### src/rtl/outport_arbiter.sv
// outport_arbiter: per-output-port scheduler for the chiplet switch.
// Shares one crossbar output among NUM_BUFFERS input buffers with round-robin arbitration and
// wormhole locking: once a head flit wins, only that buffer may use the port until its tail.
// A flit is only forwarded when its downstream VC has a credit.
//
// Ports:
//   clk, rst        clock and synchronous active-high reset
//   req             per-buffer head flit valid and routed here
//   req_vc          per-buffer downstream VC of the head flit (VC_W bits each)
//   req_tail        per-buffer head flit is a packet tail
//   credit_return   one credit returned per asserted VC bit
//   grant           one-hot pop strobe to the buffers
//   sel, enable     crossbar select index and output enable
//   locked          a packet currently owns the port
//   owner_vc        VC held by the current owner (0 when unlocked)
//   credit_count    current credits per VC (CNT_W bits each, VC0 in the low bits)
//   credit_err      sticky: credit returned to a full counter
module outport_arbiter #(
   parameter int NUM_BUFFERS = 5,
   parameter int NUM_VCS     = 2,
   parameter int CREDIT_MAX  = 8,
   parameter int SEL_W       = $clog2(NUM_BUFFERS),
   parameter int VC_W        = (NUM_VCS > 1) ? $clog2(NUM_VCS) : 1,
   parameter int CNT_W       = $clog2(CREDIT_MAX + 1)
) (
   input  logic                     clk,
   input  logic                     rst,
   input  logic [NUM_BUFFERS-1:0]   req,
   input  logic [NUM_BUFFERS*VC_W-1:0] req_vc,
   input  logic [NUM_BUFFERS-1:0]   req_tail,
   input  logic [NUM_VCS-1:0]       credit_return,
   output logic [NUM_BUFFERS-1:0]   grant,
   output logic [SEL_W-1:0]         sel,
   output logic                     enable,
   output logic                     locked,
   output logic [VC_W-1:0]          owner_vc,
   output logic [NUM_VCS*CNT_W-1:0] credit_count,
   output logic                     credit_err
);

   typedef enum logic [0:0] {StIdle, StLocked} state_e;

   state_e            state_q, state_d;
   logic [SEL_W-1:0]  rr_ptr_q, rr_ptr_d;
   logic [SEL_W-1:0]  owner_q, owner_d;
   logic [VC_W-1:0]   owner_vc_q, owner_vc_d;
   logic [CNT_W-1:0]  credit_q [NUM_VCS];
   logic [CNT_W-1:0]  credit_d [NUM_VCS];
   logic              credit_err_q, credit_err_d;

   logic [(1<<VC_W)-1:0] vc_ok;      // VC has at least one credit; out-of-range ids never ok
   logic [NUM_BUFFERS-1:0] eligible;
   logic              found;
   logic [SEL_W-1:0]  win;
   logic [VC_W-1:0]   gnt_vc;

   function automatic logic [SEL_W-1:0] next_idx(input logic [SEL_W-1:0] p);
      return (int'(p) == NUM_BUFFERS - 1) ? '0 : p + 1'b1;
   endfunction

   always_comb begin
      vc_ok = '0;
      for (int v = 0; v < NUM_VCS; v++) vc_ok[v] = |credit_q[v];
      for (int i = 0; i < NUM_BUFFERS; i++) eligible[i] = req[i] && vc_ok[req_vc[i*VC_W +: VC_W]];
   end

   // First eligible requester at or after rr_ptr, wrapping at NUM_BUFFERS
   always_comb begin
      int idx;
      idx   = 0;
      found = 1'b0;
      win   = '0;
      for (int k = 0; k < NUM_BUFFERS; k++) begin
         idx = int'(rr_ptr_q) + k;
         if (idx >= NUM_BUFFERS) idx = idx - NUM_BUFFERS;
         if (!found && eligible[idx]) begin
            found = 1'b1;
            win   = SEL_W'(idx);
         end
      end
   end

   always_comb begin
      state_d    = state_q;
      rr_ptr_d   = rr_ptr_q;
      owner_d    = owner_q;
      owner_vc_d = owner_vc_q;
      grant      = '0;
      sel        = '0;
      enable     = 1'b0;
      gnt_vc     = '0;
      case (state_q)
         StIdle: begin
            if (found) begin
               grant[win] = 1'b1;
               sel        = win;
               enable     = 1'b1;
               gnt_vc     = req_vc[win*VC_W +: VC_W];
               if (req_tail[win]) begin
                  rr_ptr_d = next_idx(win);
               end else begin
                  state_d    = StLocked;
                  owner_d    = win;
                  owner_vc_d = gnt_vc;
               end
            end
         end
         StLocked: begin
            // Body flits travel on the VC latched from the head; req_vc is ignored here
            if (req[owner_q] && vc_ok[owner_vc_q]) begin
               grant[owner_q] = 1'b1;
               sel            = owner_q;
               enable         = 1'b1;
               gnt_vc         = owner_vc_q;
               if (req_tail[owner_q]) begin
                  state_d  = StIdle;
                  rr_ptr_d = next_idx(owner_q);
               end
            end
         end
         default: state_d = StIdle;
      endcase
      if (rst) begin
         grant  = '0;
         sel    = '0;
         enable = 1'b0;
      end
   end

   always_comb begin
      logic dec, inc;
      dec          = 1'b0;
      inc          = 1'b0;
      credit_err_d = credit_err_q;
      for (int v = 0; v < NUM_VCS; v++) begin
         dec         = enable && (int'(gnt_vc) == v);
         inc         = credit_return[v];
         credit_d[v] = credit_q[v];
         if (dec && !inc) begin
            credit_d[v] = credit_q[v] - 1'b1;
         end else if (inc && !dec) begin
            if (credit_q[v] == CNT_W'(CREDIT_MAX)) credit_err_d = 1'b1;
            else credit_d[v] = credit_q[v] + 1'b1;
         end
      end
   end

   always_ff @(posedge clk) begin
      if (rst) begin
         state_q      <= StIdle;
         rr_ptr_q     <= '0;
         owner_q      <= '0;
         owner_vc_q   <= '0;
         credit_err_q <= 1'b0;
         for (int v = 0; v < NUM_VCS; v++) credit_q[v] <= CNT_W'(CREDIT_MAX);
      end else begin
         state_q      <= state_d;
         rr_ptr_q     <= rr_ptr_d;
         owner_q      <= owner_d;
         owner_vc_q   <= owner_vc_d;
         credit_err_q <= credit_err_d;
         for (int v = 0; v < NUM_VCS; v++) credit_q[v] <= credit_d[v];
      end
   end

   always_comb begin
      credit_count = '0;
      for (int v = 0; v < NUM_VCS; v++) credit_count[v*CNT_W +: CNT_W] = credit_q[v];
   end

   assign locked     = (state_q == StLocked) && !rst;
   assign owner_vc   = locked ? owner_vc_q : '0;
   assign credit_err = credit_err_q;

endmodule
### config.mk
export PLATFORM = sky130hd
export DESIGN_NAME = outport_arbiter
export DESIGN_NICKNAME = d
export VERILOG_FILES = /design/src/rtl/outport_arbiter.sv
export SDC_FILE = /design/constraint.sdc
export NUM_CORES = 1
export LEC_CHECK = 0
export ABC_AREA = 1
export CAP_MARGIN = 10
export CORE_AREA = 2 2 74 76
export DETAILED_ROUTE_END_ITERATION = 7
export DIE_AREA = 0 0 76 78
export HOLD_SLACK_MARGIN = 0.1
export PLACE_DENSITY = 0.83
export SLEW_MARGIN = 20
export SYNTH_ARGS = -nofsm -noshare
export SYNTH_HDL_FRONTEND = slang
export SYNTH_SLANG_ARGS = --single-unit
### constraint.sdc
create_clock -name clk -period 5.7 [get_ports clk]
set_input_delay 1.71 -clock clk [delete_from_list [all_inputs] [get_ports clk]]
set_output_delay 1.71 -clock clk [all_outputs]
set_load 0.1 [all_outputs]
## Word level (Yosys, flattened, before mapping)

Memories as Yosys holds them, arrays and structs flattened.
Index checks and enable logic that the tools add are counted.
Widths: inputs -> output; s select.

| word-level totals | value |
|---|---|
| output and inout bits | 20 |
| RAM bits | 8 |
| word-level logic and storage cells | 184 |
| flip-flop bits (word level) | 9 |
| input port bits | 19 |
| memories kept | 1 |

| operators by class | value |
|---|---|
| reduce and logical (&&, ||, !) cells | 32 |
| magnitude comparators | 20 |
| add/sub/neg operators | 15 |
| muxes and demuxes | 97 |
| equality and inequality tests | 8 |
| shift operators | 1 |
| bitwise operators | 5 |

Memory list:

| memory | words | bits a word | rd ports | clocked after Yosys merged registers in | write ports | line | RTL |
|---|---|---|---|---|---|---|---|
| credit_q | 2 | 4 | 2 | 0 | 2 | 47 | `logic [CNT_W-1:0] credit_q [NUM_VCS];` |

Operators with widths:

| operator | count |
|---|---|
| $lt 32x5->1 const B | 5 |
| $mux 32 | 5 |
| $mux 1 | 51 |
| $mux 3 | 14 |
| $mux 4 | 8 |
| $bmux 1 s3 | 8 |
| $sub 4x3->5 const B | 4 |
| $logic_and 1x1->1 | 19 |
| $ge 4x3->1 const B | 4 |
| $mux 5 | 3 |
| $lt 1x2->1 const B | 6 |
| $pmux 3 s2 | 2 |
| $pmux 5 s2 | 1 |
| $logic_not 1->1 | 9 |
| $add 3x2->4 const B | 2 |
| $add 4x1->4 const B | 2 |
| $eq 4x4->1 const B | 2 |
| $lt 3x4->1 const B | 2 |
| $reduce_or 4->1 | 2 |
| $sub 4x1->4 const B | 2 |
| $add 3x1->3 const B | 2 |
| $demux 1 s3 | 2 |
| $eq 3x3->1 const B | 2 |
| $ge 3x1->1 const B | 2 |
| 12 further kinds | 19 |

## Logic depth before layout (Yosys ltp)

Gate-level depths: netlist of run 1.

| depth | value |
|---|---|
| depth after elaboration | 32 |
| mapped depth | 36 |

## Worst setup path before layout of run 1

Ideal clock, no wire load.

| timing path | value |
|---|---|
| kind | input to output |
| from | input port req_vc[3] |
| to | output port grant[1] |
| arrival | 5465 ps |
| buffers on the path | 0 |
| path slack | -1475 ps |
| stages on the path | 14 |
| cells stage by stage | nand3b_1 -> nand3_1 -> nand2_1 -> nand2_1 -> nand2_1 -> a21oi_4 -> nand2_4 -> nor2_8 -> nand3_2 -> nor2_2 -> inv_2 -> a21oi_4 -> nand2_1 -> a221oi_1 |

| on the way | value |
|---|---|
| longest elaborated chain between the ends | 26 |
| elaborated cells between the ends (all ways) | 44 |

RTL lines:

| item | line | RTL |
|---|---|---|
| from (decl) | 29 | `input logic [NUM_BUFFERS*VC_W-1:0] req_vc,` |
| $mux 1 (not written as such) * (2 in series) | 64 | `for (int i = 0; i < NUM_BUFFERS; i++) eligible[i] = req[i] && vc_ok[req_vc[i*VC_W +: VC_W]];` |
| $logic_and 1x1->1 * | 64 |  |
| $bmux 1 s3 | 76 | `if (!found && eligible[idx]) begin` |
| $mux 1 (not written as such) (2 in series) | 76 |  |
| $mux 1 | 76 |  |
| $logic_not 1->1 | 76 |  |
| $logic_and 1x1->1 | 76 |  |
| $mux 1 | 76 |  |
| (+8 left out) | n/a |  |
| $mux 3 | 76 |  |
| $lt 3x4->1 (not written as such) or $ge 3x1->1 (tied branches) | 95 | `grant[win] = 1'b1;` |
| $logic_and 1x1->1 (not written as such) | 95 |  |
| $mux 1 (not written as such) | 95 |  |
| $demux 1 s3 | 95 |  |
| $mux 5 * | 94 | `if (found) begin` |
| $pmux 5 s2 * | 92 | `case (state_q)` |
| $mux 5 * | 123 | `if (rst) begin` |
| to (decl) | 32 | `output logic [NUM_BUFFERS-1:0] grant,` |

Mark *: on every way between the ends. The rest lies on a longest branch, timed or not. The select of a mux whose other input is x is not followed.

## Worst setup path after layout of run 1

| timing path | value |
|---|---|
| from | input port req_vc[0] |
| to | output port sel[0] |

| on the way | value |
|---|---|
| longest elaborated chain between the ends | 22 |
| elaborated cells between the ends (all ways) | 39 |

RTL lines:

| item | line | RTL |
|---|---|---|
| $mux 1 (not written as such) * (2 in series) | 64 |  |
| $logic_and 1x1->1 * | 64 |  |
| $bmux 1 s3 | 76 |  |
| $mux 1 (not written as such) (2 in series) | 76 |  |
| $mux 1 | 76 |  |
| $logic_not 1->1 | 76 |  |
| $logic_and 1x1->1 | 76 |  |
| $mux 1 | 76 |  |
| (+4 left out) | n/a |  |
| $logic_and 1x1->1 | 76 |  |
| $mux 1 | 76 |  |
| $logic_not 1->1 | 76 |  |
| $logic_and 1x1->1 | 76 |  |
| $mux 3 or $mux 1 (tied branches) | 76 |  |
| $mux 3 * | 94 |  |
| $pmux 3 s2 * | 92 |  |
| $mux 3 * | 123 |  |
| to (decl) | 33 | `output logic [SEL_W-1:0] sel,` |

Marked as above.

==> results of run 1 <==
-- cells in the final DEF (no fill, tap or decap), types with 5 or more instances in the layout --
master                            instances
sky130_fd_sc_hd__clkbuf_2                 5
sky130_fd_sc_hd__nand4_1                 17
sky130_fd_sc_hd__nand3b_1                 5
sky130_fd_sc_hd__o21ai_1                  5
sky130_fd_sc_hd__buf_12                   9
sky130_fd_sc_hd__a21oi_1                 19
sky130_fd_sc_hd__nor2_1                  34
sky130_fd_sc_hd__buf_4                   48
sky130_fd_sc_hd__o21ai_0                 18
sky130_fd_sc_hd__clkdlybuf4s50_1         17
sky130_fd_sc_hd__inv_2                   12
sky130_fd_sc_hd__nand3_2                 11
sky130_fd_sc_hd__nand2_2                 16
sky130_fd_sc_hd__nor2_2                  12
sky130_fd_sc_hd__nor2_4                   5
sky130_fd_sc_hd__nand2_4                  6
sky130_fd_sc_hd__dfxtp_1                 16
sky130_fd_sc_hd__ha_1                    25
sky130_fd_sc_hd__nand3_4                  5
sky130_fd_sc_hd__nand2_1                113
sky130_fd_sc_hd__dlygate4sd2_1            5
sky130_fd_sc_hd__inv_1                   57
sky130_fd_sc_hd__nand3_1                 39
-- state kept, by name (all words and copies together) (netlist names) --
register and count:
credit_err 1, owner_q 3, rr_ptr_q 3, state_q 1
credit_q 8, owner_vc_q 1
-- cell usage after synthesis (2+ instances only) --
cell / instances / area (sq um)
sky130_fd_sc_hd__nand3b_1: 5 / 37.5
sky130_fd_sc_hd__dfxtp_1: 17 / 340
sky130_fd_sc_hd__o21ai_0: 22 / 110
sky130_fd_sc_hd__nand4_1: 17 / 106
sky130_fd_sc_hd__ha_1: 25 / 313
sky130_fd_sc_hd__inv_1: 61 / 229
sky130_fd_sc_hd__nand2_2: 7 / 43.8
sky130_fd_sc_hd__inv_2: 9 / 33.8
sky130_fd_sc_hd__fa_1: 2 / 40.0
sky130_fd_sc_hd__xnor2_1: 2 / 17.5
sky130_fd_sc_hd__o21ai_1: 2 / 10.0
sky130_fd_sc_hd__a31oi_1: 2 / 12.5
sky130_fd_sc_hd__nor2_1: 43 / 161
sky130_fd_sc_hd__nand3_1: 46 / 230
sky130_fd_sc_hd__nand2_4: 5 / 56.3
sky130_fd_sc_hd__nand2_1: 123 / 462
sky130_fd_sc_hd__a21oi_1: 22 / 110
sky130_fd_sc_hd__xor2_1: 3 / 26.3
sky130_fd_sc_hd__nor3_1: 4 / 20.0
sky130_fd_sc_hd__clkbuf_1: 3 / 11.3
sky130_fd_sc_hd__buf_2: 2 / 10.0
sky130_fd_sc_hd__nor2_2: 7 / 43.8
sky130_fd_sc_hd__nand3_2: 6 / 60.1
sky130_fd_sc_hd__nand3_4: 3 / 52.6
sky130_fd_sc_hd__a211oi_1: 4 / 30.0
sky130_fd_sc_hd__a21oi_4: 2 / 32.5
-- timing repair --
action,4_1_cts,5_1_grt
buffers inserted,2,4
gates resized for setup,30,34
setup endpoints to repair,10,11
pin swaps,14,30
-- per-layer routing --
| layer | up-vias | global-route usage |
|---|---|---|
| li1 | 1682 | - |
| met1 | 1611 | 0.356 |
| met2 | 170 | 0.579 |
| met3 | 35 | 0.0314 |
| met4 | 0 | 0.153 |
| met5 | - | 0 |
-- worst paths after layout --
path                                                   from                           to  slack (ns)  depth (start not counted)
worst min register to register  credit_q[0][6]$_SDFFE_PP0P_  credit_q[0][6]$_SDFFE_PP0P_        0.54                          2
worst max-delay path                              req_vc[0]                       sel[0]        0.14                         17
worst max register to register     rr_ptr_q[1]$_SDFFE_PP0P_  credit_q[0][3]$_SDFFE_PP1P_        0.53                         36
worst min-delay path            credit_q[0][6]$_SDFFE_PP0P_  credit_q[0][6]$_SDFFE_PP0P_        0.54                          2
-- metrics by stage --
stage | setup WS [ns] | instance area (sq um) | std cells | util | hold slack, ns
final | 0.137 | 3920 | 616 | 0.777 | 0.540
after floorplan | -0.564 | 2860 | 462 | - | 0.504
after CTS | 0.0307 | 3840 | 613 | 0.762 | 0.540
after global placement | -0.206 | 3710 | 607 | 0.736 | 0.500
after detailed placement | -0.259 | 3710 | 607 | 0.736 | 0.527
after global routing | 0.00261 | 3920 | 616 | 0.777 | 0.560
-- layout make-up --
| type | instances | share of cell area |
|---|---|---|
| inverter | 71 | 0.0690 |
| clock inverter | 1 | 0.00192 |
| tap | 70 | 0.0224 |
| sequential | 17 | 0.0872 |
| timing repair buffer | 86 | 0.205 |
| clock buffer | 3 | 0.0105 |
| multi-input combinational | 368 | 0.604 |
-- kinds of logic after synthesis --
family	count (synthesis)
xor+xnor	5
buf+inv	77
flops	17
compound gates	63
simple gates	273
fa+ha+maj	27
-- worst register-to-register path, delay by kind of cell (launching register included) --
family	cells	cell delay [ns]
and+or+nand+nor	19	1.94
adders and majority gates	3	0.95
buffers and inverters	8	0.93
AOI/OAI and AO/OA	6	0.82
DFF	1	0.43
==> impl_metrics.json, run 1 <==
{
  "final-max-slew-violation-count": 0,
  "syn2layout_area_growth_pct": 41.2,
  "critPathArrivalTime_ns": 3.85,
  "first_pass_grt_wire_length_microns": 15200,
  "grt_antenna_before_repair": 0,
  "detailedRoute.firstIterationViolations": 249,
  "synth_simple_gate_area_frac": 0.491,
  "rows": 26,
  "crit_family": "simple AND/OR/NAND/NOR gates",
  "clock_insertion_delay_worst_skew_ns": 0.26,
  "timing.max_slew.rel_slack": 0.318,
  "cts_hold_buffers": 0,
  "buf_inv_stages_crit_path": 6,
  "postSynth.topFlopCell": "sky130_fd_sc_hd__dfxtp_1",
  "setup_tns_ns": 0,
  "clock_sink_count": 17,
  "path_cells": "clkbuf_2, inv_1, nand3_1, nand2_1, nor2_2, buf_4, a21oi_1, o21ai_1, nand3_1, nand2_2, buf_4, nand4_2, nand3_4, nor2_1, a211o_1, inv_2, buf_12",
  "main_combinational_cell_family_by_area_after_synthesis": "simple AND/OR/NAND/NOR gates",
  "cts.path.max_buffers": 2,
  "cell_with_the_biggest_individual_delay_on_the_critical_path": "sky130_fd_sc_hd__a211o_1",
  "critical_path_required_ns": 3.99,
  "synthesis.area_sq_um": 2770,
  "tritoncts.num_buffers": 3,
  "status": "finished, final reports clean",
  "crit_path_max_fanout": 6,
  "synth_area_in_adders": 0.127,
  "multiplexer_fraction_of_the_synthesized_cell_area": 0,
  "timing_hold_violations_final": 0,
  "io-pin-count": 39,
  "syn-instance-count": 462,
  "drive_above_1_share": 0.284,
  "drtPass1Iterations": 6,
  "syn_avg_cell_area_sq_um": 6.00,
  "largest_net_degree_at_the_start_of_global_routing": 16,
  "max_stage_delay_ns": 0.31,
  "gr-total-overflow": 0,
  "synth-edff-count": 0,
  "wire_per_inst_microns": 15.2,
  "clk_transition_reported_paths_ns": 0.07,
  "cts_root_buffer": "sky130_fd_sc_hd__clkbuf_8",
  "clock_tree.htree_level_count": 1,
  "critical_path.endpoint_type": "primary output",
  "multi_input_gate_area_sq_um": 2370,
  "nets": 593,
  "period_share": 0.976,
  "synth-warning-count": 0,
  "dp_hpwl_microns": 7040,
  "synth-async-reset-ratio": 0,
  "worst_tran_pin_value_ns": 1.02,
  "antenna-diode-count": 0,
  "finClkSkew_ns": 0.00255,
  "synth_xor_xnor_area_share": 0.0158,
  "count_of_unique_library_cells_instantiated_by_yosys": 44,
  "path_class": "primary input to primary output",
  "die_area_sq_um": 5930,
  "rsz0062_at_grt": "false",
  "drv_cap": 0,
  "route.final.wire_length_microns": 9350,
  "grtUsageTotal": 0.312,
  "num_vias": 3498,
  "route.detailed.drc": 0,
  "wl_met1_microns": 3640,
  "fill_cells": 386,
  "initial_core_util": 0.550,
  "synth_nets": 508,
  "maxClockFrequency_mhz": 180,
  "seq_total_area_yosys": 0.123,
  "first_global_vias": 3418,
  "numPortBuffers": 38,
  "worst_setup_path_start_kind": "primary input",
  "max_used_layer": "met4",
  "tritoncts_clock_tree": "done",
  "synth_compound_area_frac": 0.137,
  "met2_wirelength_microns": 4690,
  "synth_seq_cells": 17,
  "min_period_ns": 5.56,
  "routed-wl-met3_microns": 658,
  "core_footprint_sq_um": 5040,
  "ff_latch_area_sq_um": 342,
  "timing.hold.worst.class": "flop to flop",
  "gpl.final_weighted_congestion": 0.995,
  "drtAntennaViolNets": 0,
  "post_drt_via_cell_ratio": 5.68,
  "setup-violations-final": 0,
  "die_width_microns": 76,
  "fp.dieH_microns": 78
}
Power of run 1 is left out: the tool's default activity adds up to more than one toggle a clock period on the data nets, which glitch-free logic cannot reach.
==> run 2, diff against run 1 <==
Settings changed: PLACE_DENSITY 0.83 to 0.79.
==> run 2 against run 1 <==
Compared with the run above:
- final area rose by 1.1%
- register-to-register slack improved by 0.07 ns
- die area did not move
- non-clock buffer count rose by 4
- count of clock-buffer cells in the layout rose by 1
- critical endpoint is now grant[1]
- largest cell class unchanged
- highest routed layer unchanged
==> impl_metrics.json, run 2 (synthesis results as in run 1) <==
{
  "grtUsageTotal": 0.313,
  "worst_setup_path_start_kind": "primary input",
  "first_global_vias": 3396,
  "timing.max_slew.rel_slack": 0.347,
  "drtPass1Iterations": 5,
  "io-pin-count": 39,
  "critical_path_required_ns": 3.99,
  "clock_sink_count": 17,
  "worst_tran_pin_value_ns": 0.977,
  "cts_root_buffer": "sky130_fd_sc_hd__clkbuf_8",
  "rows": 26,
  "drive_above_1_share": 0.285,
  "antenna-diode-count": 0,
  "critPathLaunch": "req_vc[1]",
  "drv_cap": 0,
  "layout.cells.most_common": "sky130_fd_sc_hd__nand2_1",
  "tritoncts_clock_tree": "done",
  "initial_core_util": 0.550,
  "worstSetupEndpoint": "grant[1]",
  "setup_tns_ns": 0,
  "timing.hold.worst.class": "flop to flop",
  "setup-violations-final": 0,
  "largest_net_degree_at_the_start_of_global_routing": 16,
  "largest_registers": "credit_q: 8 flops, owner_q: 3 flops, rr_ptr_q: 3 flops",
  "maxClockFrequency_mhz": 176,
  "finClkSkew_ns": 0.00183,
  "critical_path.endpoint_type": "primary output",
  "route.detailed.drc": 0,
  "wire_per_inst_microns": 14.9,
  "gr-total-overflow": 0,
  "tritoncts.num_buffers": 3,
  "clk_transition_reported_paths_ns": 0.06,
  "path_class": "primary input to primary output",
  "ff_latch_area_sq_um": 340,
  "cts_hold_buffers": 0,
  "grt_antenna_before_repair": 0,
  "critPathArrivalTime_ns": 3.96,
  "reg2regPathDepth": 36,
  "timing.rr.start": "rr_ptr_q[1]$_SDFFE_PP0P_",
  "die_width_microns": 76,
  "num_vias": 3506,
  "post_drt_via_cell_ratio": 5.65,
  "drtAntennaViolNets": 0,
  "worstHoldStart": "credit_q[0][3]$_SDFFE_PP1P_",
  "clock_tree.htree_level_count": 1,
  "largest_register_ffs": 8,
  "final_cell_mix": "sky130_fd_sc_hd__nand2_1 (112), sky130_fd_sc_hd__inv_1 (58), sky130_fd_sc_hd__buf_4 (54), sky130_fd_sc_hd__nor2_1 (37), sky130_fd_sc_hd__nand3_1 (36)",
  "die_area_sq_um": 5930,
  "fp.dieH_microns": 78,
  "detailedRoute.firstIterationViolations": 343,
  "min_period_ns": 5.67,
  "cts.path.max_buffers": 2,
  "first_pass_grt_wire_length_microns": 15300,
  "regMostFlops": "credit_q",
  "fill_cells": 377,
  "rsz0062_at_grt": "true",
  "crit_path_max_fanout": 7,
  "gpl.final_weighted_congestion": 0.952,
  "route.final.wire_length_microns": 9240,
  "clock_insertion_delay_worst_skew_ns": 0.25,
  "timing_hold_violations_final": 0,
  "crit_reg_reg_endpoint": "credit_q[0][3]$_SDFFE_PP1P_",
  "status": "finished, final reports clean",
  "core_footprint_sq_um": 5040,
  "syn2layout_area_growth_pct": 42.9,
  "period_share": 0.995,
  "nets": 597,
  "multi_input_gate_area_sq_um": 2380,
  "dp_hpwl_microns": 7010,
  "final-max-slew-violation-count": 0,
  "numPortBuffers": 38,
  "reg2reg_setup_slack_ns": 0.60
}
==> run 2: cell count changes in the layout (fill, tap and decap cells not counted), moves of 2 or more <==
cell / delta
sky130_fd_sc_hd__nor2_2: -3
sky130_fd_sc_hd__nand3_2: +2
sky130_fd_sc_hd__nand3_1: -3
sky130_fd_sc_hd__nor2_1: +3
sky130_fd_sc_hd__o21ai_1: -2
sky130_fd_sc_hd__buf_6: -2
sky130_fd_sc_hd__buf_4: +6
==> run 2: what timing repair did <==
action	4_1_cts	5_1_grt
resized for setup	37	29
gates cloned	0	0
setup buffers	9	0
setup endpoints to repair	9	11
pin swaps	16	22
==> run 2: layer usage <==
| layer | global-route usage | wire length (microns) |
|---|---|---|
| met3 | 0.0465 | 740 |
| met2 | 0.574 | 4540 |
| met4 | 0.118 | 305 |
| met1 | 0.369 | 3660 |
| met5 | 0 | 0 |
==> run 2: stage by stage <==
step           cell area [sq um]  setup slack (ns)  hold WS (ns)  instances   util
2_1_floorplan               2860            -0.564         0.504        462      -
3_3_place_gp                3720            -0.294         0.508        608  0.737
3_5_place_dp                3720            -0.340         0.524        608  0.737
4_1_cts                     3910           0.00793         0.537        620  0.775
5_1_grt                     3960           -0.0367         0.560        620  0.786
6_report                    3960            0.0308         0.532        620  0.786
==> run 2: worst max-delay path, stage by stage <==
cell and delay [ns]:
sky130_fd_sc_hd__buf_8 0.10, sky130_fd_sc_hd__nand3b_1 0.19, sky130_fd_sc_hd__buf_4 0.18, sky130_fd_sc_hd__nand4_1 0.11
sky130_fd_sc_hd__nand3_2 0.09, sky130_fd_sc_hd__nand2_1 0.07, sky130_fd_sc_hd__nand2_1 0.06, sky130_fd_sc_hd__nand2_2 0.12
sky130_fd_sc_hd__nand2_4 0.08, sky130_fd_sc_hd__nor2_8 0.14, sky130_fd_sc_hd__nand3_4 0.11, sky130_fd_sc_hd__nor2_4 0.10
sky130_fd_sc_hd__inv_2 0.06, sky130_fd_sc_hd__a21oi_4 0.19, sky130_fd_sc_hd__nand2_1 0.08, sky130_fd_sc_hd__a221oi_2 0.29
sky130_fd_sc_hd__clkbuf_16 0.26
==> run 2: worst min path at each step <==
stage | slack, ns | endpoint | cells after the start
after floorplan | 0.50 | owner_q[2]$_SDFFE_PP0P_ | 2
after global placement | 0.51 | credit_q[0][7]$_SDFFE_PP1P_ | 1
after detailed placement | 0.52 | credit_q[0][3]$_SDFFE_PP1P_ | 1
after CTS | 0.54 | credit_q[0][2]$_SDFFE_PP0P_ | 2
after global routing | 0.56 | credit_q[0][7]$_SDFFE_PP1P_ | 1
final | 0.53 | credit_q[0][3]$_SDFFE_PP1P_ | 1
==> run 2: area by class of cell <==
type                    instances  area share
repair buffers                 90       0.212
flip-flops and latches         17      0.0859
multi-input cells             368       0.601
well taps                      70      0.0221
inverters                      71      0.0682
clock buffers                   4      0.0114
Power of run 2 is left out for the same reason.
